--- config.mk ---
export PLATFORM = sky130hd
export DESIGN_NAME = mem_ctrl_flat
export DESIGN_NICKNAME = d
export VERILOG_FILES = /design/src/rtl/mem_ctrl_if.sv /design/src/rtl/mem_ctrl.sv /design/src/flat_wrapper.sv
export SDC_FILE = /design/constraint.sdc
export NUM_CORES = 1
export LEC_CHECK = 0
export CORE_MARGIN = 4
export CORE_UTILIZATION = 21
export DETAILED_ROUTE_END_ITERATION = 16
export PLACE_DENSITY = 0.92
export SETUP_SLACK_MARGIN = 0.3
export SLEW_MARGIN = 20
export SYNTH_ARGS = -nofsm -noshare
export SYNTH_HDL_FRONTEND = slang
export SYNTH_SLANG_ARGS = --single-unit
--- constraint.sdc ---
create_clock -name clk -period 2.9 [get_ports clk]
set_input_delay 0.87 -clock clk [delete_from_list [all_inputs] [get_ports clk]]
set_output_delay 0.87 -clock clk [all_outputs]
set_load 0.02 [all_outputs]
--- src/rtl/mem_ctrl_if.sv ---
// Request/response handshake bundle for the two client ports (A fetch, B data) of mem_ctrl.
interface mem_ctrl_if #(
   parameter int unsigned AW = 15,
   parameter int unsigned DW = 16
);
   logic          a_req_valid;
   logic          a_req_ready;
   logic [AW-1:0] a_req_addr;
   logic          a_rsp_valid;
   logic          a_rsp_ready;
   logic [DW-1:0] a_rsp_data;

   logic          b_req_valid;
   logic          b_req_ready;
   logic          b_req_we;
   logic [AW-1:0] b_req_addr;
   logic [DW-1:0] b_req_wdata;
   logic          b_rsp_valid;
   logic          b_rsp_ready;
   logic [DW-1:0] b_rsp_data;

   modport slave (
      input  a_req_valid, a_req_addr, a_rsp_ready,
      input  b_req_valid, b_req_we, b_req_addr, b_req_wdata, b_rsp_ready,
      output a_req_ready, a_rsp_valid, a_rsp_data,
      output b_req_ready, b_rsp_valid, b_rsp_data
   );

   modport master (
      output a_req_valid, a_req_addr, a_rsp_ready,
      output b_req_valid, b_req_we, b_req_addr, b_req_wdata, b_rsp_ready,
      input  a_req_ready, a_rsp_valid, a_rsp_data,
      input  b_req_ready, b_rsp_valid, b_rsp_data
   );
endinterface

--- src/rtl/mem_ctrl.sv ---
// Two-port arbiter in front of a 1-cycle-latency synchronous RAM, one read outstanding.
// Define MEM_CTRL_RR_ARB_EN for round-robin arbitration; default is fixed B-over-A priority.
module mem_ctrl #(
   parameter int unsigned AW = 15,
   parameter int unsigned DW = 16
) (
   input  logic          clk,
   input  logic          rst,
   mem_ctrl_if.slave     bus,
   output logic [AW-1:0] mem_addr,
   output logic [DW-1:0] mem_di,
   output logic          mem_we,
   output logic          mem_re,
   input  logic [DW-1:0] mem_do
);
   typedef enum logic {StIdle, StPend} state_t;

   state_t state_q, state_d;
   logic   owner_q, owner_d;  // 0: A, 1: B
   logic   owner_rdy, slot_free, a_elig, b_elig, grant_a, grant_b, b_read;

`ifdef MEM_CTRL_RR_ARB_EN
   logic rr_q, rr_d;  // 1: B was granted most recently

   always_ff @(posedge clk) begin
      rr_q <= rr_d;
   end
`endif

   always_ff @(posedge clk) begin
      state_q <= state_d;
      owner_q <= owner_d;
   end

   always_comb begin
      owner_rdy = owner_q ? bus.b_rsp_ready : bus.a_rsp_ready;
      slot_free = (state_q == StIdle) || owner_rdy;
      b_elig    = bus.b_req_valid && (bus.b_req_we || slot_free);
      a_elig    = bus.a_req_valid && slot_free;
`ifdef MEM_CTRL_RR_ARB_EN
      grant_b   = !rst && b_elig && (!a_elig || !rr_q);
      rr_d      = rr_q;
      if (rst) begin
         rr_d = 1'b0;
      end else if (grant_b) begin
         rr_d = 1'b1;
      end else if (a_elig) begin
         rr_d = 1'b0;
      end
`else
      grant_b   = !rst && b_elig;
`endif
      grant_a   = !rst && a_elig && !grant_b;
      b_read    = grant_b && !bus.b_req_we;
   end

   always_comb begin
      bus.a_req_ready = grant_a;
      bus.b_req_ready = grant_b;
      mem_we          = 1'b0;
      mem_re          = 1'b0;
      mem_addr        = '0;
      mem_di          = '0;
      if (grant_b) begin
         mem_we   = bus.b_req_we;
         mem_re   = !bus.b_req_we;
         mem_addr = bus.b_req_addr;
         mem_di   = bus.b_req_wdata;
      end else if (grant_a) begin
         mem_re   = 1'b1;
         mem_addr = bus.a_req_addr;
      end
   end

   always_comb begin
      state_d = state_q;
      owner_d = owner_q;
      if (rst) begin
         state_d = StIdle;
         owner_d = 1'b0;
      end else if (grant_a || b_read) begin
         state_d = StPend;
         owner_d = b_read;
      end else if (state_q == StPend && owner_rdy) begin
         state_d = StIdle;
      end
   end

   // Read data comes straight from the RAM read register, which only moves on mem_re.
   assign bus.a_rsp_valid = (state_q == StPend) && !owner_q;
   assign bus.b_rsp_valid = (state_q == StPend) && owner_q;
   assign bus.a_rsp_data  = mem_do;
   assign bus.b_rsp_data  = mem_do;
endmodule

--- src/flat_wrapper.sv ---
// flat-port wrapper written by rule: the top's interface ports become plain ports
module mem_ctrl_flat 
#(
   parameter int unsigned AW = 15,
   parameter int unsigned DW = 16
)
  (clk, rst, mem_addr, mem_di, mem_we, mem_re, mem_do, bus_a_req_valid, bus_a_req_addr, bus_a_rsp_ready, bus_b_req_valid, bus_b_req_we, bus_b_req_addr, bus_b_req_wdata, bus_b_rsp_ready, bus_a_req_ready, bus_a_rsp_valid, bus_a_rsp_data, bus_b_req_ready, bus_b_rsp_valid, bus_b_rsp_data);
  mem_ctrl_if #(.AW(AW), .DW(DW)) bus_i ();
  input  logic clk;
  input  logic rst;
  output logic [AW-1:0] mem_addr;
  output logic [DW-1:0] mem_di;
  output logic mem_we;
  output logic mem_re;
  input  logic [DW-1:0] mem_do;
  input wire logic [$bits(bus_i.a_req_valid)-1:0] bus_a_req_valid;
  input wire logic [$bits(bus_i.a_req_addr)-1:0] bus_a_req_addr;
  input wire logic [$bits(bus_i.a_rsp_ready)-1:0] bus_a_rsp_ready;
  input wire logic [$bits(bus_i.b_req_valid)-1:0] bus_b_req_valid;
  input wire logic [$bits(bus_i.b_req_we)-1:0] bus_b_req_we;
  input wire logic [$bits(bus_i.b_req_addr)-1:0] bus_b_req_addr;
  input wire logic [$bits(bus_i.b_req_wdata)-1:0] bus_b_req_wdata;
  input wire logic [$bits(bus_i.b_rsp_ready)-1:0] bus_b_rsp_ready;
  output wire logic [$bits(bus_i.a_req_ready)-1:0] bus_a_req_ready;
  output wire logic [$bits(bus_i.a_rsp_valid)-1:0] bus_a_rsp_valid;
  output wire logic [$bits(bus_i.a_rsp_data)-1:0] bus_a_rsp_data;
  output wire logic [$bits(bus_i.b_req_ready)-1:0] bus_b_req_ready;
  output wire logic [$bits(bus_i.b_rsp_valid)-1:0] bus_b_rsp_valid;
  output wire logic [$bits(bus_i.b_rsp_data)-1:0] bus_b_rsp_data;
  assign bus_i.a_req_valid = bus_a_req_valid;
  assign bus_i.a_req_addr = bus_a_req_addr;
  assign bus_i.a_rsp_ready = bus_a_rsp_ready;
  assign bus_i.b_req_valid = bus_b_req_valid;
  assign bus_i.b_req_we = bus_b_req_we;
  assign bus_i.b_req_addr = bus_b_req_addr;
  assign bus_i.b_req_wdata = bus_b_req_wdata;
  assign bus_i.b_rsp_ready = bus_b_rsp_ready;
  assign bus_a_req_ready = bus_i.a_req_ready;
  assign bus_a_rsp_valid = bus_i.a_rsp_valid;
  assign bus_a_rsp_data = bus_i.a_rsp_data;
  assign bus_b_req_ready = bus_i.b_req_ready;
  assign bus_b_rsp_valid = bus_i.b_rsp_valid;
  assign bus_b_rsp_data = bus_i.b_rsp_data;
  mem_ctrl #(.AW(AW), .DW(DW)) u_core (.clk(clk), .rst(rst), .bus(bus_i), .mem_addr(mem_addr), .mem_di(mem_di), .mem_we(mem_we), .mem_re(mem_re), .mem_do(mem_do));
endmodule
==> results_tabular.tex <==
\begin{tabular}{lr}
\hline
Metric & Value \\
\hline
\multicolumn{2}{l}{\textbf{Floorplan}} \\
Area of the die & 0.00473 sq mm \\
Horizontal die dimension & 68.8 um \\
Total I/O pin count & 138 \\
Starting utilization of the core area & 22.5\% \\
Row count & 21 \\
Height of the chip & 68.8 um \\
Core area & 0.00344 sq mm \\
\multicolumn{2}{l}{\textbf{Setup path}} \\
Endpoint required time on the critical path & 2030 ps \\
Worst setup path category & in -> out \\
Worst setup SP type & input pin \\
CP most frequent cell & sky130\_fd\_sc\_hd\_\_buf\_6 \\
Kind of cell with the highest combined delay on the critical path & simple AND/OR/NAND/NOR gates \\
Critical Path AT & 2000 ps \\
Worst path buffer plus inverter count & 3 \\
List of cells traversed by the critical path & buf\_6 > or3b\_4 > a21oi\_4 > clkbuf\_16 > a32o\_2 > buf\_6 \\
Slowest library cell on the worst path & sky130\_fd\_sc\_hd\_\_or3b\_4 \\
Worst stage delay on the critical path & 410 ps \\
Critical path peak fanout & 8 \\
CP endpoint kind & output port \\
\multicolumn{2}{l}{\textbf{Power and ir drop}} \\
Ratio of total power to cell area & 219 mW/mm\^{}2 \\
Worst IR drop on VDD & 0.0822 mV \\
Leakage & 0.913 nW \\
\multicolumn{2}{l}{\textbf{Clocking}} \\
Number of buffers added to fix hold violations after cts & 0 \\
Count of H-tree levels built during CTS & 1 \\
Clock input transition at the sequential cells of the worst setup and hold paths & 30 ps \\
CTS sink count & 2 \\
Clock Tree Buf Depth & 2 \\
Insertion delay of the later-clocked pin in the worst-skew pair & 210 ps \\
Clock buffers created by TritonCTS & 3 \\
CTS tree & built \\
CTS root buffer & sky130\_fd\_sc\_hd\_\_clkbuf\_8 \\
\multicolumn{2}{l}{\textbf{STA}} \\
Share of the clock period used by the worst path & 99.0\% \\
Final slew viol count & 0 \\
Setup clock skew after layout & 1.13 ps \\
Final Hold Fails & 0 \\
Maximum achievable frequency & 0.348 GHz \\
Post-layout minimum cycle time & 2870 ps \\
Actual transition at the worst max-transition pin & 350 ps \\
Unrepaired setup endpoints after global routing & true \\
Final-report setup violation count & 0 \\
Relative slew slack & 76.6\% \\
\multicolumn{2}{l}{\textbf{Worst hold path}} \\
Path class of the lowest-slack min-delay path & reg -> reg \\
\multicolumn{2}{l}{\textbf{Final layout}} \\
Number of nets in the layout & 237 \\
\# diodes & 0 \\
Layout Area Growth over Synthesis & 150\% \\
Share of post-route cells with drive strength above 1 & 62.0\% \\
Final design utilization & 56.5\% \\
Final design instance area without fill & 0.00194 sq mm \\
\multicolumn{2}{l}{\textbf{Logic synthesis}} \\
Post-synthesis cell area & 776 sq um \\
Largest cells by area after synthesis & sky130\_fd\_sc\_hd\_\_buf\_4 31\%, sky130\_fd\_sc\_hd\_\_a32o\_2 22\%, sky130\_fd\_sc\_hd\_\_and3\_1 13\% \\
Top cells by count, synth & 32 x sky130\_fd\_sc\_hd\_\_buf\_4, 16 x sky130\_fd\_sc\_hd\_\_and3\_1, 15 x sky130\_fd\_sc\_hd\_\_a32o\_2 \\
Library cell with the largest summed area after synthesis & sky130\_fd\_sc\_hd\_\_buf\_4 \\
Number of synthesized flops with an enable pin & 0 \\
Synthesis warning total & 0 \\
Number of synthesized register bits & 2 \\
Syn Nets & 163 \\
Area share of the leading cell type in the synthesized netlist & 31.0\% \\
Leading register cell type out of synthesis & sky130\_fd\_sc\_hd\_\_dfxtp\_1 \\
Number of distinct library cell variants in the gate-level netlist after synthesis & 22 \\
Share of flip-flops with an asynchronous set or reset & 0\% \\
Most frequently used cell type in the post-synthesis netlist & sky130\_fd\_sc\_hd\_\_buf\_4 \\
Mapped Avg Cell Area & 8.25 sq um \\
Sequential-to-total area share from yosys stat & 5.16\% \\
Syn Inst Count & 94 \\
\multicolumn{2}{l}{\textbf{Placed design}} \\
Count of input and output buffers & 89 \\
Gpl congestion & 0.680 \\
HPWL Detailed & 2330 um \\
Dpl cell area & 0.00154 sq mm \\
\multicolumn{2}{l}{\textbf{GRT}} \\
Largest net degree at the start of global routing & 13 \\
GR met3 Demand/Resource & 2.76\% \\
GRT Resource Usage Total & 14.9\% \\
First-pass GRT wire length & 5290 um \\
Overflow left after global routing & 0 \\
Busiest metal layer after global routing & met2 \\
Met1 track utilization from global routing & 14.7\% \\
Global-route track usage on met2 & 30.6\% \\
Via count of the first global-routing pass & 1073 \\
Number of antenna violations at the first check in global routing & 0 \\
\multicolumn{2}{l}{\textbf{Status}} \\
Run status & finished clean \\
\multicolumn{2}{l}{\textbf{Drt}} \\
Count of antenna-violating nets left after detailed routing & 0 \\
Via count & 986 \\
Detailed Routing Iterations Pass 1 & 4 \\
Wire length per cell & 16.4 um \\
Initial DRC count & 28 \\
Average via count per standard cell & 4.65 \\
Remaining design rule violation count & 0 \\
Total wirelength of the detailed-routed design & 3490 um \\
\multicolumn{2}{l}{\textbf{Flow run}} \\
Max-cap viol count & 0 \\
\hline
\end{tabular}
## through the flow
step	cells	hold slack, ps	TNS (ps)	total power (W)	setup slack (ps)
2_1_floorplan	94	562	0	0.000187	210
3_3_place_gp	198	668	-23360	0.000260	-760
3_5_place_dp	198	699	-24750	0.000264	-804
4_1_cts	211	705	0	0.000420	13.1
5_1_grt	212	727	-85.2	0.000451	-22.2
6_report	212	698	0	0.000425	28.7
## path summary, 6_finish.rpt
check                 start        endpoint  slack (ps)  depth (start not counted)
max                     rst     mem_addr[3]          30                          6
min          u_core.owner_q  u_core.owner_q         700                          1
max reg2reg  u_core.owner_q  u_core.state_q        1580                          5
min reg2reg  u_core.owner_q  u_core.owner_q         700                          1
## area by class of cell
class / instances / area [sq um]
Clock buffer: 3 / 41.3
Tap cell: 46 / 57.6
Inverter: 2 / 7.51
Fill cell: 299 / 1500
Timing Repair Buffer: 109 / 1270
Sequential cell: 2 / 40.0
Multi-Input combinational cell: 50 / 526
## report_power, final
group          switching, W  internal (W)  total (W)
Sequential       0.00000469     0.0000297  0.0000344
Combinational      0.000100      0.000184   0.000284
Clock             0.0000192     0.0000875   0.000107
## sequential cells by signal, summed over array words and instances (netlist names)
name,cells
u_core.owner_q,1
u_core.state_q,1
## timing repair
action,4_1_cts,5_1_grt
endpoints found under the hold margin,0,0
buffers inserted,4,1
cloned,6,0
setup endpoints to repair,35,35
resized for setup,251,16
pin swaps,19,5
## cell families after synthesis
| family | Yosys count | synth area share [%] |
|---|---|---|
| flip-flops | 2 | 5.16 |
| buffers and inverters | 42 | 39.0 |
| AND/OR/NAND/NOR | 27 | 23.7 |
| multiplexers | 1 | 2.90 |
| AO/OA/AOI/OAI | 22 | 29.2 |
## metal layers
metal / vias up / share of wire (%) / wire length [um]
met5: - / 0 / 0
met4: 0 / 1.3 / 44
met3: 12 / 10 / 365
met2: 59 / 58 / 2020
met1: 451 / 30 / 1060
li1: 464 / - / -
## worst register-to-register path, cell delays in order, from the launching register on
cell	delay (ps)
sky130_fd_sc_hd__dfxtp_1	430
sky130_fd_sc_hd__mux2i_4	310
sky130_fd_sc_hd__buf_6	140
sky130_fd_sc_hd__nand2_1	70
sky130_fd_sc_hd__buf_4	160
sky130_fd_sc_hd__a21oi_1	130
## cells in the final DEF, fill, tap and decap left out, drive strengths merged
| master | netlist | routed |
|---|---|---|
| clkdlybuf4s50 | 0 | 48 |
| nor2b | 1 | 1 |
| nand2b | 2 | 2 |
| bufbuf | 0 | 1 |
| and2b | 1 | 1 |
| nand3b | 1 | 1 |
| a21oi | 3 | 3 |
| a32o | 15 | 15 |
| and2 | 3 | 3 |
| mux2i | 1 | 1 |
| dfxtp | 2 | 2 |
| clkdlybuf4s15 | 0 | 1 |
| inv | 2 | 2 |
| buf | 37 | 58 |
| and3 | 16 | 16 |
| nand2 | 2 | 2 |
| o21ai | 1 | 1 |
| or3b | 1 | 1 |
| clkbuf | 3 | 4 |
| a21boi | 2 | 2 |
| o221a | 1 | 1 |
Power figures use the tool's default switching activity.
